**src/rtl/alu_cmd_queue.sv**
```systemverilog
// Command queue and issue sequencer feeding the 8-bit ALU/accumulator stage.
// Buffers {func, a} pairs and replays them by button step or in run mode.
module alu_cmd_queue #(
    parameter int DEPTH = 8
) (
    input  logic       clk,
    input  logic       reset_n,
    input  logic       push_btn,
    input  logic [2:0] cmd_func,
    input  logic [3:0] cmd_a,
    input  logic       issue_btn,
    input  logic       run,
    input  logic       flush,
    output logic [2:0] alu_func,
    output logic [3:0] alu_a,
    output logic       alu_load,
    output logic [4:0] count,
    output logic       empty,
    output logic       full,
    output logic       overflow,
    output logic       done
);

    localparam int         AW      = (DEPTH > 1) ? $clog2(DEPTH) : 1;
    localparam logic [4:0] DEPTH_C = 5'(DEPTH);

    typedef enum logic [1:0] {
        S_IDLE,
        S_RUN,
        S_DONE
    } state_t;

    state_t          state_q, state_d;
    logic            push_hist_q, push_hist_d;
    logic            issue_hist_q, issue_hist_d;
    logic [6:0]      mem_q [DEPTH];
    logic [6:0]      mem_d [DEPTH];
    logic [AW-1:0]   wptr_q, wptr_d;
    logic [AW-1:0]   rptr_q, rptr_d;
    logic [4:0]      count_q, count_d;
    logic            overflow_q, overflow_d;
    logic [2:0]      alu_func_q, alu_func_d;
    logic [3:0]      alu_a_q, alu_a_d;
    logic            alu_load_q, alu_load_d;
    logic            done_q, done_d;

    logic            push_ev;
    logic            issue_ev;
    logic            is_empty;
    logic            is_full;
    logic            pop;
    logic            push_acc;
    logic            drop;

    // Sequencer: decides whether this cycle pops and where the FSM goes next
    always_comb begin
        push_ev  = push_btn & ~push_hist_q;
        issue_ev = issue_btn & ~issue_hist_q;
        is_empty = (count_q == 5'd0);
        is_full  = (count_q == DEPTH_C);
        pop      = 1'b0;
        state_d  = state_q;

        case (state_q)
            S_IDLE: begin
                if (run && !is_empty) begin
                    state_d = S_RUN;
                end else if (!run && issue_ev && !is_empty) begin
                    pop = 1'b1;
                end
            end
            S_RUN: begin
                if (!run || is_empty) begin
                    state_d = S_IDLE;
                end else begin
                    pop = 1'b1;
                    // A push alongside the final pop refills the queue, so stay in RUN
                    if (count_q == 5'd1 && !push_ev) begin
                        state_d = S_DONE;
                    end
                end
            end
            S_DONE: begin
                state_d = S_IDLE;
            end
            default: begin
                state_d = S_IDLE;
            end
        endcase

        push_acc = push_ev && (!is_full || pop);
        drop     = push_ev && is_full && !pop;

        if (flush) begin
            pop      = 1'b0;
            push_acc = 1'b0;
            drop     = 1'b0;
            state_d  = S_IDLE;
        end
    end

    // Storage, pointers, count and registered outputs
    always_comb begin
        push_hist_d  = push_btn;
        issue_hist_d = issue_btn;
        mem_d        = mem_q;
        wptr_d       = wptr_q;
        rptr_d       = rptr_q;
        count_d      = count_q;
        overflow_d   = overflow_q | drop;
        alu_func_d   = alu_func_q;
        alu_a_d      = alu_a_q;
        alu_load_d   = pop;
        done_d       = (state_q == S_DONE) && !flush;

        if (push_acc) begin
            mem_d[wptr_q] = {cmd_func, cmd_a};
            wptr_d        = wptr_q + 1'b1;
        end

        if (pop) begin
            alu_func_d = mem_q[rptr_q][6:4];
            alu_a_d    = mem_q[rptr_q][3:0];
            rptr_d     = rptr_q + 1'b1;
        end

        case ({push_acc, pop})
            2'b10:   count_d = count_q + 5'd1;
            2'b01:   count_d = count_q - 5'd1;
            default: count_d = count_q;
        endcase

        if (flush) begin
            wptr_d     = '0;
            rptr_d     = '0;
            count_d    = '0;
            overflow_d = 1'b0;
        end
    end

    always_ff @(posedge clk or negedge reset_n) begin
        if (!reset_n) begin
            state_q      <= S_IDLE;
            push_hist_q  <= 1'b0;
            issue_hist_q <= 1'b0;
            for (int unsigned i = 0; i < unsigned'(DEPTH); i++) begin
                mem_q[i] <= '0;
            end
            wptr_q       <= '0;
            rptr_q       <= '0;
            count_q      <= '0;
            overflow_q   <= 1'b0;
            alu_func_q   <= '0;
            alu_a_q      <= '0;
            alu_load_q   <= 1'b0;
            done_q       <= 1'b0;
        end else begin
            state_q      <= state_d;
            push_hist_q  <= push_hist_d;
            issue_hist_q <= issue_hist_d;
            mem_q        <= mem_d;
            wptr_q       <= wptr_d;
            rptr_q       <= rptr_d;
            count_q      <= count_d;
            overflow_q   <= overflow_d;
            alu_func_q   <= alu_func_d;
            alu_a_q      <= alu_a_d;
            alu_load_q   <= alu_load_d;
            done_q       <= done_d;
        end
    end

    assign alu_func = alu_func_q;
    assign alu_a    = alu_a_q;
    assign alu_load = alu_load_q;
    assign count    = count_q;
    assign empty    = (count_q == 5'd0);
    assign full     = (count_q == DEPTH_C);
    assign overflow = overflow_q;
    assign done     = done_q;

endmodule

```
**config.mk**
```make
export PLATFORM = sky130hd
export DESIGN_NAME = alu_cmd_queue
export DESIGN_NICKNAME = d
export VERILOG_FILES = /design/src/rtl/alu_cmd_queue.sv
export SDC_FILE = /design/constraint.sdc
export NUM_CORES = 1
export LEC_CHECK = 0
export ABC_CLOCK_PERIOD_IN_PS = 7700
export BUFFER_PORTS_ARGS = -buffer_cell sky130_fd_sc_hd__buf_2
export CAP_MARGIN = 20
export CORE_MARGIN = 8
export CORE_UTILIZATION = 45
export CTS_BUF_LIST = sky130_fd_sc_hd__clkbuf_4
export DETAILED_ROUTE_END_ITERATION = 10
export SLEW_MARGIN = 5
export SYNTH_ARGS = -nofsm -noshare
export SYNTH_HDL_FRONTEND = slang
export SYNTH_SLANG_ARGS = --single-unit
```
**constraint.sdc**
```tcl
create_clock -name clk -period 7.7 [get_ports clk]
set_clock_uncertainty 0.15 [all_clocks]
set_input_delay 1.54 -clock clk [delete_from_list [all_inputs] [get_ports clk]]
set_output_delay 1.54 -clock clk [all_outputs]
set_load 0.01 [all_outputs]
```
==> run metrics <==
run status=finished clean; share of the synthesized area in the top cell type=a little over half; Post-Syn Instances=around 270; Ys Warns=0; TritonCTS clock tree=done; cts bufs inserted=9; clock tree root buffer cell=sky130_fd_sc_hd__clkbuf_4; area fraction in compound gates after synthesis=between 4 and 5%; Placement Cell Area=roughly 4000 µm²; Startpoint Class=input port; number of ports placed on the die boundary=30; number of buffers added to fix hold violations after cts=0; y dimension of the die=about 110 µm; wire per inst=18.5 µm; maximum buffer depth of the clock tree=2; Leak Pwr=slightly below 2 nW; remaining max-slew budget at the tightest pin=a little under half; unrepaired setup endpoints after global routing=no; endpoints failing hold=0; critical path type=in -> reg; initial cell density of the core=between 40% and 50%; sequential-to-total area share from yosys stat=a little over half; width of the die=108 µm; post-layout net count=324; area of the core=around 8000 µm²; proportion of synthesized flip-flops having asynchronous set or reset=between 90% and 100%; detailed-route vias per instance=approximately 5.5; measured slew at the worst slew-check pin=between 0.7 and 0.8 ns; cell taking the most area after synthesis=sky130_fd_sc_hd__dfrtp_1; xor-xnor portion of the synthesized cell area=less than 1%; synthesized net count=about 290; Total Routed Length=7.68 mm; maximum number of pins on one net before global-route repair=~80; number of unique standard cell types used by synthesis=35; combinational family with the most area after synthesis=multiplexers; TritonRoute pass-1 iters=4; Clk Latency, worst-skew pair=around 0.43 ns; arithmetic-cell share of the synthesized area counting full adders, half adders and majority gates=between 1.5 and 2%; simple-gate share of the synthesized area=a little under a tenth; Syn-to-layout area delta=11.9%; top post-synthesis cells by count=sky130_fd_sc_hd__dfrtp_1 (81), sky130_fd_sc_hd__mux2_2 (60), sky130_fd_sc_hd__nor2_1 (25); Post-route DRC=0; post-CTS resize count=0; final design instance area without fill=between 4000 and 5000 µm²; highest fanout seen on the critical path=8; PnR Total Power=just over 0.9 mW; Hold Crit Class=reg -> reg; endpoints failing setup=0; maximum frequency from static timing analysis=roughly 0.27 GHz; share of layout cells above drive strength 1=between 40% and 50%; number of enable flip-flop cells after synthesis=0; via count of the first global-routing pass=2344; multiplexer fraction of the synthesized cell area=between 20% and 30%; category of the worst setup path capture point=flip-flop; remaining antenna violation count=0; Max Cap Violations=0; global route overflow=0; Tot GR Track Use=between 10% and 20%; number of H-tree branching levels=3; post-route setup TNS=0 ns; antenna violations before repair=0; post-route fraction of the period consumed by the critical path=47.8%; area of the die=11600 µm²; wire length of the first global-routing pass=roughly 13 mm; clock slew at the register clock pins of the worst setup and hold paths=roughly 0.15 ns; netlist area before placement=~3800 µm²; time the final worst path needs with I/O delays and setup=between 3 and 4 ns; Synth area leaders=sky130_fd_sc_hd__dfrtp_1 (53%), sky130_fd_sc_hd__mux2_2 (18%), sky130_fd_sc_hd__mux4_2 (8.3%); register bit total from synthesis=a little over 80; vias after detailed routing=approximately 2300; PortBufs=29; 1st-iter DRT viols=63; Final Slew Violations=0; Worst Hold Margin=~0.36 ns; number of post-CTS setup repair buffers=0; most frequently used cell type in the post-synthesis netlist=sky130_fd_sc_hd__dfrtp_1; Worst VDD drop=0.000131 V; power per cell area=around 220 nW/µm²; Critical Path AT=3.86 ns; count of standard-cell rows=33; required time at the worst-slack endpoint=7.87 ns; Most used DFF post-synth=sky130_fd_sc_hd__dfrtp_1; final antenna diode count=0; detailed placement HPWL=about 5.1 mm; syn_area_per_cell=roughly 14 µm²; Final GP Congestion=0.762; clk sinks=between 80 and 90
-- worst paths after layout --
kind | from | to | slack, ns | cells past startpoint
setup / recovery | run | mem_q[37] | 4.02 | 6
hold / removal | overflow | overflow | 0.36 | 2
setup reg to reg | state_q[0] | mem_q[37] | 4.81 | 5
hold reg to reg | overflow | overflow | 0.36 | 2
max in group asynchronous | reset_n | mem_q[27] | 5.87 | 2
min in group asynchronous | reset_n | count[3] | 0.91 | 1
-- state kept, by name, summed over array words and instances, names as in the netlist --
register      flops
mem_q            56
issue_hist_q      1
alu_a             4
alu_load          1
done              1
state_q           2
wptr_q            3
push_hist_q       1
overflow          1
count             5
alu_func          3
rptr_q            3
-- power by group --
part	internal, mW	leakage [nW]	total (mW)	switching (mW)
Clock	0.105	0.0799	0.272	0.167
Combinational	0.0786	0.785	0.156	0.0775
Sequential	0.475	1.08	0.503	0.0281
Total	0.659	1.94	0.931	0.272
-- placed cells by master (no fill, tap or decap), types with 2 or more instances in the layout --
cell and n:
sky130_fd_sc_hd__a21oi_1 12, sky130_fd_sc_hd__buf_2 28, sky130_fd_sc_hd__buf_4 2, sky130_fd_sc_hd__clkbuf_4 9
sky130_fd_sc_hd__clkinv_4 2, sky130_fd_sc_hd__dfrtp_1 81, sky130_fd_sc_hd__ha_1 6, sky130_fd_sc_hd__inv_1 5
sky130_fd_sc_hd__inv_6 2, sky130_fd_sc_hd__mux2_2 60, sky130_fd_sc_hd__mux2i_1 10, sky130_fd_sc_hd__mux4_2 14
sky130_fd_sc_hd__nand2_1 4, sky130_fd_sc_hd__nand2b_1 2, sky130_fd_sc_hd__nand3_1 3, sky130_fd_sc_hd__nand3_2 3
sky130_fd_sc_hd__nand4_1 2, sky130_fd_sc_hd__nor2_1 25, sky130_fd_sc_hd__nor2b_1 6, sky130_fd_sc_hd__nor3_1 7
sky130_fd_sc_hd__nor3_4 2, sky130_fd_sc_hd__o2111ai_1 2, sky130_fd_sc_hd__o21ai_0 2, sky130_fd_sc_hd__xnor2_1 3
-- metal layers --
layer	global-route usage [%]	vias up	part of all wire (%)	wire, µm
met5	0	-	0	0
met4	6.24	0	2.0	157
met3	3.05	14	3.2	242
met2	21.8	30	47	3570
met1	19.6	1197	48	3710
li1	-	1060	-	-
-- logic make-up (layout without fill, tap and decap cells) --
group,count (synthesis),after routing
AOI/OAI and AO/OA,22,22
xor gates and xnor gates,4,4
adders and majority gates,6,6
buffers and inverters,15,53
DFF,81,81
muxes,84,84
and+or+nand+nor,60,60
-- critical path, cell delays in order --
cell and delay [ns]:
sky130_fd_sc_hd__buf_2 0.12, sky130_fd_sc_hd__or4b_4 0.58, sky130_fd_sc_hd__a211oi_4 0.48, sky130_fd_sc_hd__o211ai_4 0.18, sky130_fd_sc_hd__nor2b_1 0.54, sky130_fd_sc_hd__mux2_2 0.41
-- area by class of cell --
type                       count  area, µm²
fill                         719       3970
sequential                    81       2030
multi-input combinational    176       1710
timing repair buffer          32        203
tap                          105        131
clock inverter                 7       88.8
clock buffer                   9       67.6
inverter                       5       18.8
-- stage by stage --
step	instances	util, %	setup slack [ns]
after CTS	412	51.1	3.99
after floorplan	272	-	4.04
final	415	51.7	4.02
after detailed placement	396	49.2	3.52
after global placement	396	49.2	3.62
after global routing	415	51.7	3.89
Power figures use the tool's default switching activity.
